$ cat src/rtl/pcie_axi_ingress_arbiter_if.sv
// pcie_axi_ingress_arbiter_if: 32-bit AXI-Stream beat with keep/last and ready backpressure
interface pcie_axi_ingress_arbiter_if;
  logic [31:0] data;
  logic [3:0]  keep;
  logic        valid;
  logic        last;
  logic        ready;
  modport master (output data, keep, valid, last, input ready);
  modport slave (input data, keep, valid, last, output ready);
endinterface

$ cat src/rtl/pcie_axi_ingress_arbiter.sv
// pcie_axi_ingress_arbiter: packet-locked round-robin share of one 32-bit AXI-Stream between two requesters
module pcie_axi_ingress_arbiter #(
  parameter int MAX_BEATS = 256,
  parameter int CNT_WIDTH = 32
) (
  input  logic                          clk,
  input  logic                          rst,
  input  logic [1:0]                    i_enable,
  input  logic                          i_clear_err,
  pcie_axi_ingress_arbiter_if.slave     a,
  pcie_axi_ingress_arbiter_if.slave     b,
  pcie_axi_ingress_arbiter_if.master    out32,
  output logic [1:0]                    o_grant,
  output logic                          o_busy,
  output logic [CNT_WIDTH-1:0]          o_pkt_count,
  output logic                          o_len_err
);
  localparam int BW = $clog2(MAX_BEATS + 1);
  typedef enum logic {IDLE, BUSY} state_t;
  state_t        state;
  logic          rr;
  logic [BW-1:0] beat_cnt;
  logic          el_a, el_b, sel_b, own_b, busy, acc;
  assign busy  = state == BUSY;
  assign own_b = o_grant[1];
  assign el_a  = a.valid & i_enable[0];
  assign el_b  = b.valid & i_enable[1];
  // rr high means B wins a tie
  assign sel_b = el_b & (~el_a | rr);
  assign out32.data  = busy ? (own_b ? b.data : a.data) : '0;
  assign out32.keep  = busy ? (own_b ? b.keep : a.keep) : '0;
  assign out32.last  = busy & (own_b ? b.last : a.last);
  assign out32.valid = busy & (own_b ? b.valid : a.valid);
  assign a.ready = busy & ~own_b & out32.ready;
  assign b.ready = busy & own_b & out32.ready;
  assign acc     = out32.valid & out32.ready;
  assign o_busy  = busy;
  always_ff @(posedge clk) begin
    if (rst) begin
      state       <= IDLE;
      o_grant     <= '0;
      rr          <= 1'b0;
      beat_cnt    <= '0;
      o_pkt_count <= '0;
      o_len_err   <= 1'b0;
    end else begin
      if (i_clear_err) o_len_err <= 1'b0;
      if (state == IDLE) begin
        beat_cnt <= '0;
        if (el_a | el_b) begin
          state   <= BUSY;
          o_grant <= sel_b ? 2'b10 : 2'b01;
        end
      end else if (acc) begin
        if (beat_cnt != BW'(MAX_BEATS)) beat_cnt <= beat_cnt + BW'(1);
        if (out32.last) begin
          state       <= IDLE;
          o_grant     <= '0;
          rr          <= ~own_b;
          o_pkt_count <= o_pkt_count + CNT_WIDTH'(1);
        end else if (beat_cnt == BW'(MAX_BEATS - 1)) begin
          o_len_err <= 1'b1;
        end
      end
    end
  end
endmodule

$ cat src/flat_wrapper.sv
// flat-port wrapper written by rule: the top's interface ports become plain ports
module pcie_axi_ingress_arbiter_flat 
#(
  parameter int MAX_BEATS = 256,
  parameter int CNT_WIDTH = 32
)
  (clk, rst, i_enable, i_clear_err, o_grant, o_busy, o_pkt_count, o_len_err, a_data, a_keep, a_valid, a_last, a_ready, b_data, b_keep, b_valid, b_last, b_ready, out32_data, out32_keep, out32_valid, out32_last, out32_ready);
  pcie_axi_ingress_arbiter_if a_i ();
  pcie_axi_ingress_arbiter_if b_i ();
  pcie_axi_ingress_arbiter_if out32_i ();
  input  logic clk;
  input  logic rst;
  input  logic [1:0] i_enable;
  input  logic i_clear_err;
  output logic [1:0] o_grant;
  output logic o_busy;
  output logic [CNT_WIDTH-1:0] o_pkt_count;
  output logic o_len_err;
  input wire logic [$bits(a_i.data)-1:0] a_data;
  input wire logic [$bits(a_i.keep)-1:0] a_keep;
  input wire logic [$bits(a_i.valid)-1:0] a_valid;
  input wire logic [$bits(a_i.last)-1:0] a_last;
  output wire logic [$bits(a_i.ready)-1:0] a_ready;
  input wire logic [$bits(b_i.data)-1:0] b_data;
  input wire logic [$bits(b_i.keep)-1:0] b_keep;
  input wire logic [$bits(b_i.valid)-1:0] b_valid;
  input wire logic [$bits(b_i.last)-1:0] b_last;
  output wire logic [$bits(b_i.ready)-1:0] b_ready;
  output wire logic [$bits(out32_i.data)-1:0] out32_data;
  output wire logic [$bits(out32_i.keep)-1:0] out32_keep;
  output wire logic [$bits(out32_i.valid)-1:0] out32_valid;
  output wire logic [$bits(out32_i.last)-1:0] out32_last;
  input wire logic [$bits(out32_i.ready)-1:0] out32_ready;
  assign a_i.data = a_data;
  assign a_i.keep = a_keep;
  assign a_i.valid = a_valid;
  assign a_i.last = a_last;
  assign a_ready = a_i.ready;
  assign b_i.data = b_data;
  assign b_i.keep = b_keep;
  assign b_i.valid = b_valid;
  assign b_i.last = b_last;
  assign b_ready = b_i.ready;
  assign out32_data = out32_i.data;
  assign out32_keep = out32_i.keep;
  assign out32_valid = out32_i.valid;
  assign out32_last = out32_i.last;
  assign out32_i.ready = out32_ready;
  pcie_axi_ingress_arbiter #(.MAX_BEATS(MAX_BEATS), .CNT_WIDTH(CNT_WIDTH)) u_core (.clk(clk), .rst(rst), .i_enable(i_enable), .i_clear_err(i_clear_err), .a(a_i), .b(b_i), .out32(out32_i), .o_grant(o_grant), .o_busy(o_busy), .o_pkt_count(o_pkt_count), .o_len_err(o_len_err));
endmodule
$ cat config.mk
export PLATFORM = sky130hd
export DESIGN_NAME = pcie_axi_ingress_arbiter_flat
export DESIGN_NICKNAME = d
export VERILOG_FILES = /design/src/rtl/pcie_axi_ingress_arbiter_if.sv /design/src/rtl/pcie_axi_ingress_arbiter.sv /design/src/flat_wrapper.sv
export SDC_FILE = /design/constraint.sdc
export NUM_CORES = 1
export LEC_CHECK = 0
export CORE_MARGIN = 2
export CORE_UTILIZATION = 37
export CTS_BUF_LIST = sky130_fd_sc_hd__clkbuf_8
export DETAILED_ROUTE_END_ITERATION = 10
export HOLD_SLACK_MARGIN = 0.15
export PLACE_DENSITY = 0.79
export SLEW_MARGIN = 20
export SYNTH_ARGS = -nofsm -noshare
export SYNTH_HDL_FRONTEND = slang
export SYNTH_SLANG_ARGS = --single-unit
$ cat constraint.sdc
create_clock -name clk -period 1.9 [get_ports clk]
set_input_delay 0.285 -clock clk [delete_from_list [all_inputs] [get_ports clk]]
set_output_delay 0.285 -clock clk [all_outputs]
set_load 0.01 [all_outputs]
==> reports/metrics.sh, run 1 <==
MET2ROUTEDLENGTH_UM=5940
N_FILL_CELL=664
CTS-ROOT-TO-SINK-BUFFERS=2
FF2FF_SETUP_SLACK_NS=-0.11
VIOLATIONS_IN_THE_FINAL_REPORTS='negative setup slack'
SWITCHING_SHARE=0.268
SYNTH-WARNING-COUNT=0
GRT.TOTAL_USAGE=0.239
WORST_PATH_MOST_REPEATED_CELL='sky130_fd_sc_hd__or4_4'
HOLD-PATH-CELL-COUNT=2
PERIOD_SHARE=1.06
SYNTHARSTFLOPSHARE=0
DIE_AREA_UM2=9000
RUN_STATUS='complete, but fails checks'
REG2REG_FROM='u_core.o_pkt_count[10]$_SDFFE_PP0P_'
CLOCK-ROOT-BUFFER='sky130_fd_sc_hd__clkbuf_8'
SETUP_TNS_NS=-1.03
CTS_TREE='done'
TIMING.SLEW.HEADROOM=0.766
DRV_SLEW=0
DR_DRC_COUNT=0
COMBINATIONALPOWERSHARE=0.283
TIMING_WORST_SLEW_PIN_VALUE_NS=0.350
HPWL_UM=8390
FIRST_PASS_GRT_WIRE_LENGTH_UM=17300
INITIAL_CORE_UTIL=0.378
CP_SLOWEST_CELL='sky130_fd_sc_hd__or4_4'
PIN_COUNT_OF_THE_BIGGEST_NET_ENTERING_GLOBAL_ROUTING=24
WORST-ENDPOINT-REQUIRED_NS=2.15
CPPEAKSTAGEDELAY_NS=0.59
HTREEDEPTH=2
GRT-OVFL-TOTAL=0
MAPPEDNETLISTAREA_UM2=3060
SYNTH_LARGEST_AREA_CELL='sky130_fd_sc_hd__dfxtp_1'
PRE_CTS_SLACK_NS=-0.406
INTERNAL_DISSIPATION_mW=1.64
POST_SYNTH_INST_COUNT=375
DIE_Y_UM=94.9
CRIT_CHAIN='nand4_1 -> or4_4 -> buf_6 -> or4_4 -> a21oi_2'
FIN_WS_NS=-0.112
DETAIL-ROUTE-ANTENNA-NETS=0
GRT_ANTENNA_BEFORE_REPAIR=0
WL_PER_CELL_UM=16.1
NUMBER_OF_CELL_INSTANCES_ON_THE_WORST_REGISTER_TO_REGISTER_PATH=5
TIMING.FINAL.SETUP_VIOLATIONS=15
PATH_CLASS='register to register'
TIMING.CRITICAL_PATH.FROM_TYPE='register'
SEQPWRFRAC=0.435
CRITICAL_PATH_DATA_ARRIVAL_TIME_NS=2.26
DR.FIRST_ITER.DRC_COUNT=145
AREAGROWTHSYNTHTOFINISH_PCT=83.7
ANTENNA_CELLS_INSERTED=0
COUNT_OF_BUFFER_AND_INVERTER_CELLS_ON_THE_CRITICAL_PATH=1
REGISTER_AREA_UM2=941
MEAN_CELL_AREA_OF_THE_MAPPED_NETLIST_UM2=8.15
DIE_WIDTH_UM=94.9
SYNTH_ENABLE_FLOP_CELLS=0
WORSTHOLDENDPOINT='u_core.o_grant[0]$_SDFFE_PP0P_'
DESIGN.PORTCOUNT=158
SYNTH_SEQ_CELLS=46
CPLARGESTDELAYFAMILY='simple AND/OR/NAND/NOR gates'
SYNTH_MOST_COMMON_CELL='sky130_fd_sc_hd__dfxtp_1'
CRITICAL_PATH.ENDPOINT_TYPE='register'
DRIVE_ABOVE_1_SHARE=0.267
ROUTE.LAYER.MET1.WL_UM=4600
NETLIST_TOP_CELLS_AREA='sky130_fd_sc_hd__dfxtp_1 30%, sky130_fd_sc_hd__mux2i_1 13%, sky130_fd_sc_hd__nor2b_1 9.2%'
GP_CONGESTION=0.872
POSTSYNTH.TOPFLOPCELL='sky130_fd_sc_hd__dfxtp_1'
YOSYS.CELL_TYPES.COUNT=36
YOSYS-TOP-CELLS-COUNT='46 x sky130_fd_sc_hd__dfxtp_1, 45 x sky130_fd_sc_hd__nor2b_1, 39 x sky130_fd_sc_hd__mux2i_1'
POWERDENSITY_nW_PER_UM2=399
CTS.HOLD.BUFFERS_ADDED=0
WORST_SKEW_PAIR.LATE_LATENCY_NS=0.30
METAL3_WL_UM=571
CLOCK_SINKS=46
P_CLK_FRAC=0.282
ROW_COUNT=33
MAXCLOCKFREQUENCY_MHz=497
DESTINATION_OF_THE_WORST_REGISTER_TO_REGISTER_TIMING_PATH='u_core.o_pkt_count[26]$_SDFFE_PP0P_'
SKEW_NS=0.00603
CTS_MADE_BUFFERS=5
NUMBER_OF_NETS_PRODUCED_BY_SYNTHESIS=461
MULTI_INPUT_AREA_UM2=2240
TIMING.FINAL.HOLD_VIOLATIONS=0
CRITPATHMAXFANOUT=8
DRV.MAX_CAP_VIOLATION_COUNT=0
PLACEABLECOREAREA_UM2=8090
PLACEMENT.IO_BUFFERS=157
POST_LAYOUT_NETS=681
SYNTH_LARGEST_TYPE_AREA_FRACTION=0.301
HIGHEST_LAYER='met4'
NET-SWITCHING-POWER_mW=0.599
NUM_VIAS=3783
CELLLEAKAGEPOWER_nW=2.21
PERIOD_MINUS_SLACK_NS=2.01
ROUTED_WIRELENGTH_UM=11300
TIMING.HOLD.WORST.CLASS='register to register'
RSZ0062_AT_GRT='yes'
DRTPASS1ITERATIONS=4
FIRST_GLOBAL_VIAS=3651
DETAIL_ROUTE.VIAS_PER_CELL=5.40
YS_SEQ_AREA_FRAC=0.301
CTS.REPORTEDPATHS.CLKPINSLEW_NS=0.09
WORST_IR_DROP_VDD_uV=331
WORSTHOLDSTART='u_core.o_grant[0]$_SDFFE_PP0P_'
==> worst reg2reg max path, delay by kind of cell (launching register included) <==
kind	cells	cell delay [ns]
flip-flops	1	0.34
AND/OR/NAND/NOR	3	1.34
AO/OA/AOI/OAI	1	0.12
buffers and inverters	1	0.16
==> metrics by stage <==
stage	area [µm²]	utilization	total power, mW	instances	hold slack, ns
6_report	5610	0.694	2.24	701	0.477
5_1_grt	5610	0.694	2.32	701	0.507
4_1_cts	5550	0.686	2.22	698	0.480
3_5_place_dp	5280	0.652	1.62	681	0.468
3_3_place_gp	5280	0.652	1.61	681	0.464
2_1_floorplan	3150	-	1.23	375	0.468
==> cell usage in the layout, fill, tap and decap left out, types with 3 or more instances in the layout <==
cell                              Yosys  layout
sky130_fd_sc_hd__a21oi_1             27      21
sky130_fd_sc_hd__a21oi_2              0       6
sky130_fd_sc_hd__and2_1               8       7
sky130_fd_sc_hd__and3_1               6       6
sky130_fd_sc_hd__and4_1               5       5
sky130_fd_sc_hd__buf_12               0       4
sky130_fd_sc_hd__buf_4                1      70
sky130_fd_sc_hd__buf_6                0       5
sky130_fd_sc_hd__clkbuf_2             0      18
sky130_fd_sc_hd__clkbuf_8             0       6
sky130_fd_sc_hd__clkdlybuf4s50_1      0     114
sky130_fd_sc_hd__dfxtp_1             46      36
sky130_fd_sc_hd__dfxtp_2              0       7
sky130_fd_sc_hd__dfxtp_4              0       3
sky130_fd_sc_hd__dlygate4sd2_1        0      22
sky130_fd_sc_hd__ha_1                 4       3
sky130_fd_sc_hd__inv_1                8       9
sky130_fd_sc_hd__mux2_1               9       4
sky130_fd_sc_hd__mux2_4               0       7
sky130_fd_sc_hd__mux2i_1             39      34
sky130_fd_sc_hd__mux2i_2              0       3
sky130_fd_sc_hd__nand2_1             17      17
sky130_fd_sc_hd__nand3_1             17      16
sky130_fd_sc_hd__nand4_1             17      17
sky130_fd_sc_hd__nor2_1              20      20
sky130_fd_sc_hd__nor2b_1             45      45
sky130_fd_sc_hd__nor4_4               0       3
sky130_fd_sc_hd__o21ai_0              4       4
sky130_fd_sc_hd__o21ai_1              5       5
sky130_fd_sc_hd__o31ai_1             14      11
sky130_fd_sc_hd__o31ai_2              0       3
sky130_fd_sc_hd__or3_1               10       8
sky130_fd_sc_hd__or4_1               21      10
sky130_fd_sc_hd__or4_4                0      11
sky130_fd_sc_hd__xnor2_1              4       4
==> power groups by stage <==
stage	clock network (mW)	logic (mW)	registers, mW
after floorplan	0	0.229	0.999
after CTS	0.632	0.620	0.972
final	0.632	0.633	0.973
after detailed placement	0	0.621	0.998
after global placement	0	0.610	0.997
after global routing	0.676	0.674	0.974
==> timing repair <==
item                       in CTS  in global routing
cloned                          2                  1
pin swaps                      22                  9
setup buffers                   7                  3
resized for setup              77                 58
setup endpoints to repair      56                 45
==> flip-flops by register name (all words and copies together) (netlist names) <==
signal and cells:
u_core.rr 1, u_core.o_grant 2, u_core.o_busy 1, u_core.beat_cnt 9, u_core.o_len_err 1, u_core.o_pkt_count 32
==> metal layers <==
metal,vias to the layer above,global-route usage
met1,1801,0.295
met4,0,0.0713
met3,20,0.0439
met5,-,0
li1,1812,-
met2,150,0.422
==> logic make-up after synthesis <==
group                      after synthesis  synth area share
AOI/OAI and AO/OA                       57             0.111
xor gates and xnor gates                 6            0.0172
adders and majority gates                4            0.0164
buffers and inverters                   33            0.0418
DFF                                     46             0.301
muxes                                   50             0.168
and+or+nand+nor                        179             0.344
==> final cells by class <==
type,count,area share
tap,105,0.0234
clock buffer,6,0.0147
clock inverter,2,0.00156
inverter,8,0.00535
timing repair buffer,238,0.388
multi-input combinational,296,0.400
sequential,46,0.168
==> worst max-delay path by stage <==
stage / startpoint / to / slack [ns] / cells past startpoint
2_1_floorplan: u_core.o_grant[1]$_SDFFE_PP0P_ / u_core.o_pkt_count[28]$_SDFFE_PP0P_ / -0.03 / 6
3_3_place_gp: out32_ready / u_core.o_pkt_count[24]$_SDFFE_PP0P_ / -0.37 / 6
5_1_grt: u_core.o_pkt_count[10]$_SDFFE_PP0P_ / u_core.o_pkt_count[22]$_SDFFE_PP0P_ / -0.15 / 5
3_5_place_dp: out32_ready / u_core.o_pkt_count[26]$_SDFFE_PP0P_ / -0.41 / 6
4_1_cts: u_core.o_grant[1]$_SDFFE_PP0P_ / u_core.o_pkt_count[26]$_SDFFE_PP0P_ / -0.09 / 6
6_report: u_core.o_pkt_count[10]$_SDFFE_PP0P_ / u_core.o_pkt_count[26]$_SDFFE_PP0P_ / -0.11 / 5
No activity file was read; power rests on OpenSTA's default activity.
==> run 2: changes to the inputs <==
MAX_ROUTING_LAYER = met4   (was default)
==> run 2 against run 1 <==
Against the previous run:
- the run still ends with negative setup slack left
- clock skew is 0.0019 ns lower
- fmax is 0.27% higher
- critical endpoint unchanged
- global-route usage is 0.71 points higher
- sequential share of layout area hardly changed
- flip-flop and latch count stayed put
- via count is 0.21% lower
==> reports/metrics.sh, run 2 (synthesis results as in run 1) <==
RUN_STATUS='complete, but fails checks'  # unchanged
VIOLATIONS_IN_THE_FINAL_REPORTS='negative setup slack'  # unchanged
PRE_CTS_SLACK_NS=-0.406  # unchanged
FINAL_CELL_MIX='115 x sky130_fd_sc_hd__clkdlybuf4s50_1, 72 x sky130_fd_sc_hd__buf_4, 45 x sky130_fd_sc_hd__nor2b_1, 36 x sky130_fd_sc_hd__dfxtp_1, 34 x sky130_fd_sc_hd__mux2i_1'  # was 114 x sky130_fd_sc_hd__clkdlybuf4s50_1, 70 x sky130_fd_sc_hd__buf_4, 45 x sky130_fd_sc_hd__nor2b_1, 36 x sky130_fd_sc_hd__dfxtp_1, 34 x sky130_fd_sc_hd__mux2i_1
DIE_WIDTH_UM=94.9  # unchanged
TIMING.CRITICAL_PATH.FROM_TYPE='register'  # unchanged
FINAL_DESIGN_AREA_NO_FILL_UM2=5620  # was 5610 µm²
DPL_CELL_AREA_UM2=5280  # unchanged
DESIGN.PORTCOUNT=158  # unchanged
FIRST_PASS_GRT_WIRE_LENGTH_UM=17300  # unchanged
DRTPASS1ITERATIONS=4  # unchanged
CRITPATHMAXFANOUT=8  # unchanged
COUNT_OF_BUFFER_AND_INVERTER_CELLS_ON_THE_CRITICAL_PATH=1  # unchanged
SKEW_NS=0.00413  # was 0.00603 ns
GP_CONGESTION=0.886  # was 0.872
LARGEST_REGISTER_FF_COUNT=32  # unchanged
WORST_SKEW_PAIR.LATE_LATENCY_NS=0.30  # about the same
WORST-ENDPOINT-REQUIRED_NS=2.15  # about the same
TIMING.FINAL.HOLD_VIOLATIONS=0  # unchanged
RSZ0062_AT_GRT='yes'  # unchanged
PLACEABLECOREAREA_UM2=8090  # unchanged
HPWL_UM=8390  # unchanged
CTS_TREE='done'  # unchanged
TIMING.HOLD.WORST.CLASS='register to register'  # unchanged
POST_PLACEMENT_CELL_COUNT=681  # unchanged
PERIOD_SHARE=1.06  # about the same
WORST_IR_DROP_VDD_uV=335  # was 331 µV
FINALCOREUTILIZATION=0.694  # about the same
GRT.TOTAL_USAGE=0.246  # was 0.239
CLOCK-ROOT-BUFFER='sky130_fd_sc_hd__clkbuf_8'  # unchanged
AREAGROWTHSYNTHTOFINISH_PCT=83.9  # was 83.7%
LAYOUT.CELLS.MOST_COMMON='sky130_fd_sc_hd__clkdlybuf4s50_1'  # unchanged
CPPEAKSTAGEDELAY_NS=0.58  # was 0.59 ns
PERIOD_MINUS_SLACK_NS=2.01  # about the same
PLACEMENT.IO_BUFFERS=157  # unchanged
NUM_VIAS=3775  # was 3783
TIMING_WORST_SLEW_PIN_VALUE_NS=0.363  # was 0.350 ns
CTS.REPORTEDPATHS.CLKPINSLEW_NS=0.09  # about the same
CTS_MADE_BUFFERS=5  # unchanged
MAXCLOCKFREQUENCY_MHz=498  # was 497 MHz
DR.FIRST_ITER.DRC_COUNT=161  # was 145
N_FILL_CELL=662  # was 664
CRITICAL_PATH.ENDPOINT_TYPE='register'  # unchanged
DRV.MAX_CAP_VIOLATION_COUNT=0  # unchanged
CPLARGESTDELAYFAMILY='simple AND/OR/NAND/NOR gates'  # unchanged
INITIAL_CORE_UTIL=0.378  # unchanged
PIN_COUNT_OF_THE_BIGGEST_NET_ENTERING_GLOBAL_ROUTING=24  # unchanged
GRT-OVFL-TOTAL=0  # unchanged
GRT_ANTENNA_BEFORE_REPAIR=0  # unchanged
POST_LAYOUT_NETS=682  # was 681
DIE_AREA_UM2=9000  # unchanged
FINAL-INSTANCE-COUNT-EXCL-FILL=702  # was 701
ROW_COUNT=33  # unchanged
CTS-ROOT-TO-SINK-BUFFERS=2  # unchanged
TIMING.FINAL.SETUP_VIOLATIONS=16  # was 15
WORST_PATH_MOST_REPEATED_CELL='sky130_fd_sc_hd__or4_4'  # unchanged
TOP_REGISTER='u_core.o_pkt_count'  # unchanged
FIN_WS_NS=-0.106  # was -0.112 ns
CTS.HOLD.BUFFERS_ADDED=0  # unchanged
DR_DRC_COUNT=0  # unchanged
ROUTED_WIRELENGTH_UM=11400  # was 11300 µm
DRV_SLEW=0  # unchanged
POWERDENSITY_nW_PER_UM2=399  # about the same
CRIT_CHAIN='nand4_1 -> or4_4 -> buf_6 -> or4_4 -> a21oi_2'  # unchanged
CRITICAL_PATH_DATA_ARRIVAL_TIME_NS=2.25  # was 2.26 ns
DETAIL-ROUTE-ANTENNA-NETS=0  # unchanged
WL_PER_CELL_UM=16.2  # was 16.1 µm
CP_SLOWEST_CELL='sky130_fd_sc_hd__or4_4'  # unchanged
PATH_CLASS='register to register'  # unchanged
DIE_Y_UM=94.9  # unchanged
DETAIL_ROUTE.VIAS_PER_CELL=5.38  # was 5.40
DRIVE_ABOVE_1_SHARE=0.270  # was 0.267
ANTENNA_CELLS_INSERTED=0  # unchanged
TIMING.SLEW.HEADROOM=0.757  # was 0.766
CELLLEAKAGEPOWER_nW=2.19  # was 2.21 nW
LAYOUT_TOP_REGISTERS='u_core.o_pkt_count (32), u_core.beat_cnt (9), u_core.o_grant (2)'  # unchanged
FIRST_GLOBAL_VIAS=3653  # was 3651
CLOCK_SINKS=46  # unchanged
HTREEDEPTH=2  # unchanged
-- run 2: cell count changes in the layout (fill, tap and decap cells not counted), sizes merged --
cell,previous run,this run
buf,79,80
clkdlybuf4s50,114,115
dlymetal6s2s,1,0
-- run 2: repair_timing --
action | 4_1_cts | 5_1_grt
cloned | 2 | 1
setup buffers | 7 | 4
endpoints found under the setup margin | 56 | 45
pin swaps | 22 | 9
gates resized for setup | 77 | 58
-- run 2: path summary, 6_finish.rpt --
kind	from	endpoint	slack, ns	cells after the start
max reg2reg	u_core.o_pkt_count[10]$_SDFFE_PP0P_	u_core.o_pkt_count[26]$_SDFFE_PP0P_	-0.11	5
min reg2reg	u_core.o_grant[0]$_SDFFE_PP0P_	u_core.o_grant[0]$_SDFFE_PP0P_	0.48	2
max	u_core.o_pkt_count[10]$_SDFFE_PP0P_	u_core.o_pkt_count[26]$_SDFFE_PP0P_	-0.11	5
min	u_core.o_grant[0]$_SDFFE_PP0P_	u_core.o_grant[0]$_SDFFE_PP0P_	0.48	2
-- run 2: power breakdown --
group          internal (mW)  switching (mW)
logic                  0.385           0.251
clock network          0.289           0.342
registers              0.967         0.00563
total                   1.64           0.599
-- run 2: layer usage --
| metal | up-vias | wire length, µm | GRT usage | part of all wire |
|---|---|---|---|---|
| li1 | 1817 | - | - | - |
| met1 | 1810 | 4710 | 0.296 | 0.41 |
| met2 | 127 | 5990 | 0.423 | 0.53 |
| met3 | 21 | 470 | 0.0415 | 0.041 |
| met4 | 0 | 201 | 0.0713 | 0.018 |
| met5 | - | 0 | - | 0 |
-- run 2: tightest hold or removal path: cells and delay by family (launching register included) --
kind	cells	cell delay (ns)
flip-flops	1	0.32
AND/OR/NAND/NOR	1	0.06
AO/OA/AOI/OAI	1	0.06
-- run 2: cell type report --
cell class                 instances  area, µm²  area share
inverter                           8       30.0     0.00534
tap                              105        131      0.0234
clock buffer                       6       82.6      0.0147
multi-input combinational        296       2250       0.400
clock inverter                     2       8.76     0.00156
timing repair buffer             239       2180       0.387
sequential                        46        941       0.167
-- run 2: stage by stage --
step                hold slack, ns  TNS [ns]  total power [mW]
detailed placement           0.468     -8.83              1.62
finish                       0.478     -1.02              2.24
CTS                          0.480    -0.600              2.22
global route                 0.507     -1.65              2.33
floorplan                    0.468    -0.100              1.23
global placement             0.464     -7.27              1.61
==> run 3: changes to the inputs <==
CORE_UTILIZATION = 36   (was 37)
CTS_BUF_LIST = default   (was sky130_fd_sc_hd__clkbuf_8)
PLACE_DENSITY = 0.77   (was 0.79)
REMOVE_ABC_BUFFERS = 1   (was default)
==> run 3 against run 2 <==
Against the previous run:
- the flow still finishes with violations (negative setup slack)
- setup slack better by 0.020 ns
- via count is 2.9% higher
- cell area is 1.6% higher
- core utilization hardly changed
- clock skew is 0.0086 ns higher
- flip-flop and latch count stayed put
- count of clock-buffer cells in the layout stayed put
- sequential power hardly changed
- combinational power hardly changed
- critical endpoint unchanged
==> reports/metrics.sh, run 3 (synthesis results as in run 1) <==
RSZ0062_AT_GRT='yes'  # unchanged
CRITICAL_PATH_DATA_ARRIVAL_TIME_NS=2.23  # was 2.25 ns
PIN_COUNT_OF_THE_BIGGEST_NET_ENTERING_GLOBAL_ROUTING=26  # was 24
FIRST_GLOBAL_VIAS=3677  # was 3653
CLOCK-ROOT-BUFFER='sky130_fd_sc_hd__clkbuf_8'  # unchanged
CLOCK_SINKS=46  # unchanged
HTREEDEPTH=2  # unchanged
ROW_COUNT=33  # unchanged
DETAIL-ROUTE-ANTENNA-NETS=0  # unchanged
FINAL-INSTANCE-COUNT-EXCL-FILL=706  # was 702
FIRST_PASS_GRT_WIRE_LENGTH_UM=18500  # was 17300 µm
CTS.HOLD.BUFFERS_ADDED=0  # unchanged
CPLARGESTDELAYFAMILY='simple AND/OR/NAND/NOR gates'  # unchanged
PLACEMENT.IO_BUFFERS=157  # unchanged
DESTINATION_OF_THE_WORST_REGISTER_TO_REGISTER_TIMING_PATH='u_core.o_pkt_count[26]$_SDFFE_PP0P_'  # unchanged
LAYOUT.CELLS.MOST_COMMON='sky130_fd_sc_hd__clkdlybuf4s50_1'  # unchanged
HPWL_UM=8970  # was 8390 µm
MAXCLOCKFREQUENCY_MHz=503  # was 498 MHz
POWERDENSITY_nW_PER_UM2=415  # was 399 nW/µm²
PLACEABLECOREAREA_UM2=8220  # was 8090 µm²
REG2REG_FROM='u_core.o_pkt_count[5]$_SDFFE_PP0P_'  # was u_core.o_pkt_count[10]$_SDFFE_PP0P_
CRITICAL_PATH.ENDPOINT_TYPE='register'  # unchanged
N_FILL_CELL=609  # was 662
CTS_MADE_BUFFERS=5  # unchanged
SKEW_NS=0.0127  # was 0.00413 ns
GRT_ANTENNA_BEFORE_REPAIR=0  # unchanged
WORST_SKEW_PAIR.LATE_LATENCY_NS=0.30  # about the same
CTS-ROOT-TO-SINK-BUFFERS=2  # unchanged
GP_CONGESTION=0.925  # was 0.886
TIMING.CRITICAL_PATH.FROM_TYPE='register'  # unchanged
DESIGN.PORTCOUNT=158  # unchanged
FIN_WS_NS=-0.0862  # was -0.106 ns
WORST_IR_DROP_VDD_uV=373  # was 335 µV
RUN_STATUS='complete, but fails checks'  # unchanged
COUNT_OF_BUFFER_AND_INVERTER_CELLS_ON_THE_CRITICAL_PATH=2  # was 1
CTS_TREE='done'  # unchanged
DETAIL_ROUTE.VIAS_PER_CELL=5.50  # was 5.38
TIMING.SLEW.HEADROOM=0.726  # was 0.757
LAYOUT_TOP_REGISTERS='u_core.o_pkt_count (32), u_core.beat_cnt (9), u_core.o_grant (2)'  # unchanged
TOP_REGISTER='u_core.o_pkt_count'  # unchanged
VIOLATIONS_IN_THE_FINAL_REPORTS='negative setup slack'  # unchanged
AREAGROWTHSYNTHTOFINISH_PCT=86.7  # was 83.9%
CP_SLOWEST_CELL='sky130_fd_sc_hd__or4_4'  # unchanged
CTS.REPORTEDPATHS.CLKPINSLEW_NS=0.09  # about the same
CP-ENDPOINT='u_core.o_pkt_count[26]$_SDFFE_PP0P_'  # unchanged
POST_PLACEMENT_CELL_COUNT=685  # was 681
DIE_AREA_UM2=9240  # was 9000 µm²
PATH_CLASS='register to register'  # unchanged
CRITICAL_PATH_DEPTH=6  # was 5
FINAL_CELL_MIX='115 x sky130_fd_sc_hd__clkdlybuf4s50_1, 69 x sky130_fd_sc_hd__buf_4, 45 x sky130_fd_sc_hd__nor2b_1, 37 x sky130_fd_sc_hd__dfxtp_1, 33 x sky130_fd_sc_hd__mux2i_1'  # was 115 x sky130_fd_sc_hd__clkdlybuf4s50_1, 72 x sky130_fd_sc_hd__buf_4, 45 x sky130_fd_sc_hd__nor2b_1, 36 x sky130_fd_sc_hd__dfxtp_1, 34 x sky130_fd_sc_hd__mux2i_1
CRIT_CHAIN='buf_6 -> nand4_1 -> or4_4 -> buf_6 -> or4_4 -> a21oi_2'  # was nand4_1 -> or4_4 -> buf_6 -> or4_4 -> a21oi_2
DR.FIRST_ITER.DRC_COUNT=315  # was 161
NUMBER_OF_CELL_INSTANCES_ON_THE_WORST_REGISTER_TO_REGISTER_PATH=6  # was 5
DRTPASS1ITERATIONS=5  # was 4
FF2FF_SETUP_SLACK_NS=-0.09  # was -0.11 ns
DRIVE_ABOVE_1_SHARE=0.321  # was 0.270
DRV_SLEW=0  # unchanged
DIE_Y_UM=96.1  # was 94.9 µm
CPPEAKSTAGEDELAY_NS=0.57  # was 0.58 ns
LARGEST_REGISTER_FF_COUNT=32  # unchanged
BEGINNING_OF_THE_CRITICAL_PATH='u_core.o_pkt_count[5]$_SDFFE_PP0P_'  # was u_core.o_pkt_count[10]$_SDFFE_PP0P_
GRT.TOTAL_USAGE=0.265  # was 0.246
PERIOD_MINUS_SLACK_NS=1.99  # was 2.01 ns
ANTENNA_CELLS_INSERTED=0  # unchanged
TIMING_WORST_SLEW_PIN_VALUE_NS=0.409  # was 0.363 ns
TIMING.FINAL.HOLD_VIOLATIONS=0  # unchanged
TIMING.FINAL.SETUP_VIOLATIONS=16  # unchanged
NUM_VIAS=3885  # was 3775
ROUTED_WIRELENGTH_UM=12900  # was 11400 µm
DIE_WIDTH_UM=96.1  # was 94.9 µm
GRT-OVFL-TOTAL=0  # unchanged
TIMING.HOLD.WORST.CLASS='register to register'  # unchanged
PERIOD_SHARE=1.05  # was 1.06
WL_PER_CELL_UM=18.2  # was 16.2 µm
WORST-ENDPOINT-REQUIRED_NS=2.15  # about the same
INITIAL_CORE_UTIL=0.372  # was 0.378
DR_DRC_COUNT=0  # unchanged
SETUP_TNS_NS=-0.746  # was -1.02 ns
CRITPATHMAXFANOUT=5  # was 8
POST_LAYOUT_NETS=687  # was 682
DRV.MAX_CAP_VIOLATION_COUNT=0  # unchanged
CELLLEAKAGEPOWER_nW=2.22  # was 2.19 nW
run 3: changes by cell type in the layout (fill, tap and decap cells not counted), moves of 3 or more:
cell,previous run,this run
sky130_fd_sc_hd__or4_4,11,14
sky130_fd_sc_hd__buf_4,72,69
sky130_fd_sc_hd__buf_16,0,3
sky130_fd_sc_hd__dlygate4sd2_1,22,3
sky130_fd_sc_hd__or4_1,10,7
sky130_fd_sc_hd__buf_2,0,13
sky130_fd_sc_hd__a21oi_1,21,16
sky130_fd_sc_hd__clkdlybuf4s15_2,0,4
sky130_fd_sc_hd__buf_6,4,11
sky130_fd_sc_hd__a21oi_2,6,11
run 3: cell type report:
type	count	area (µm²)	area share
Clock buffer	6	82.6	0.0145
Clock inverter	1	30.0	0.00526
Inverter	8	30.0	0.00526
Multi-Input combinational cell	296	2270	0.398
Sequential cell	46	935	0.164
Tap cell	105	131	0.0230
Timing Repair Buffer	244	2230	0.391
run 3: routing by layer:
metal  track usage  up-vias  wire [µm]
li1              -     1835          -
met1         0.336     1874       5230
met2         0.435      142       6620
met3        0.0423       34        778
met4        0.0774        0        252
met5             -        -          0
run 3: where the power goes:
part	switching (mW)	internal, mW	leakage (nW)
Clock	0.339	0.421	0.0573
Sequential	0.00660	0.970	0.376
Combinational	0.258	0.375	1.78
run 3: worst min path at each step:
stage | slack (ns) | to | cells past startpoint | from
floorplan | 0.35 | u_core.o_busy$_SDFF_PP0_ | 1 | rst
global placement | 0.46 | u_core.o_grant[0]$_SDFFE_PP0P_ | 2 | u_core.o_grant[0]$_SDFFE_PP0P_
detailed placement | 0.46 | u_core.o_grant[0]$_SDFFE_PP0P_ | 2 | u_core.o_grant[0]$_SDFFE_PP0P_
CTS | 0.47 | u_core.o_grant[0]$_SDFFE_PP0P_ | 2 | u_core.o_grant[0]$_SDFFE_PP0P_
global route | 0.49 | u_core.o_grant[0]$_SDFFE_PP0P_ | 2 | u_core.o_grant[0]$_SDFFE_PP0P_
finish | 0.47 | u_core.o_grant[0]$_SDFFE_PP0P_ | 2 | u_core.o_grant[0]$_SDFFE_PP0P_
run 3: what timing repair did:
| item | CTS | global route |
|---|---|---|
| endpoints found under the setup margin | 67 | 61 |
| pin swaps | 18 | 9 |
| cloned | 5 | 0 |
| buffers inserted | 4 | 5 |
| resized for setup | 132 | 87 |
run 3: through the flow:
step	utilization	power, mW	hold slack (ns)	setup slack, ns	cell area, µm²
6_report	0.695	2.37	0.470	-0.0862	5710
5_1_grt	0.695	2.44	0.489	-0.156	5710
4_1_cts	0.682	2.35	0.472	-0.0737	5610
3_5_place_dp	0.639	1.61	0.460	-0.598	5250
3_3_place_gp	0.639	1.60	0.458	-0.480	5250
2_1_floorplan	-	1.21	0.354	-1.64	2960
run 3: worst register-to-register path, cell delays in order (launching register included):
cell and delay, ns:
sky130_fd_sc_hd__dfxtp_2 0.35, sky130_fd_sc_hd__buf_6 0.10, sky130_fd_sc_hd__nand4_1 0.10, sky130_fd_sc_hd__or4_4 0.57, sky130_fd_sc_hd__buf_6 0.16, sky130_fd_sc_hd__or4_4 0.51
sky130_fd_sc_hd__a21oi_2 0.15
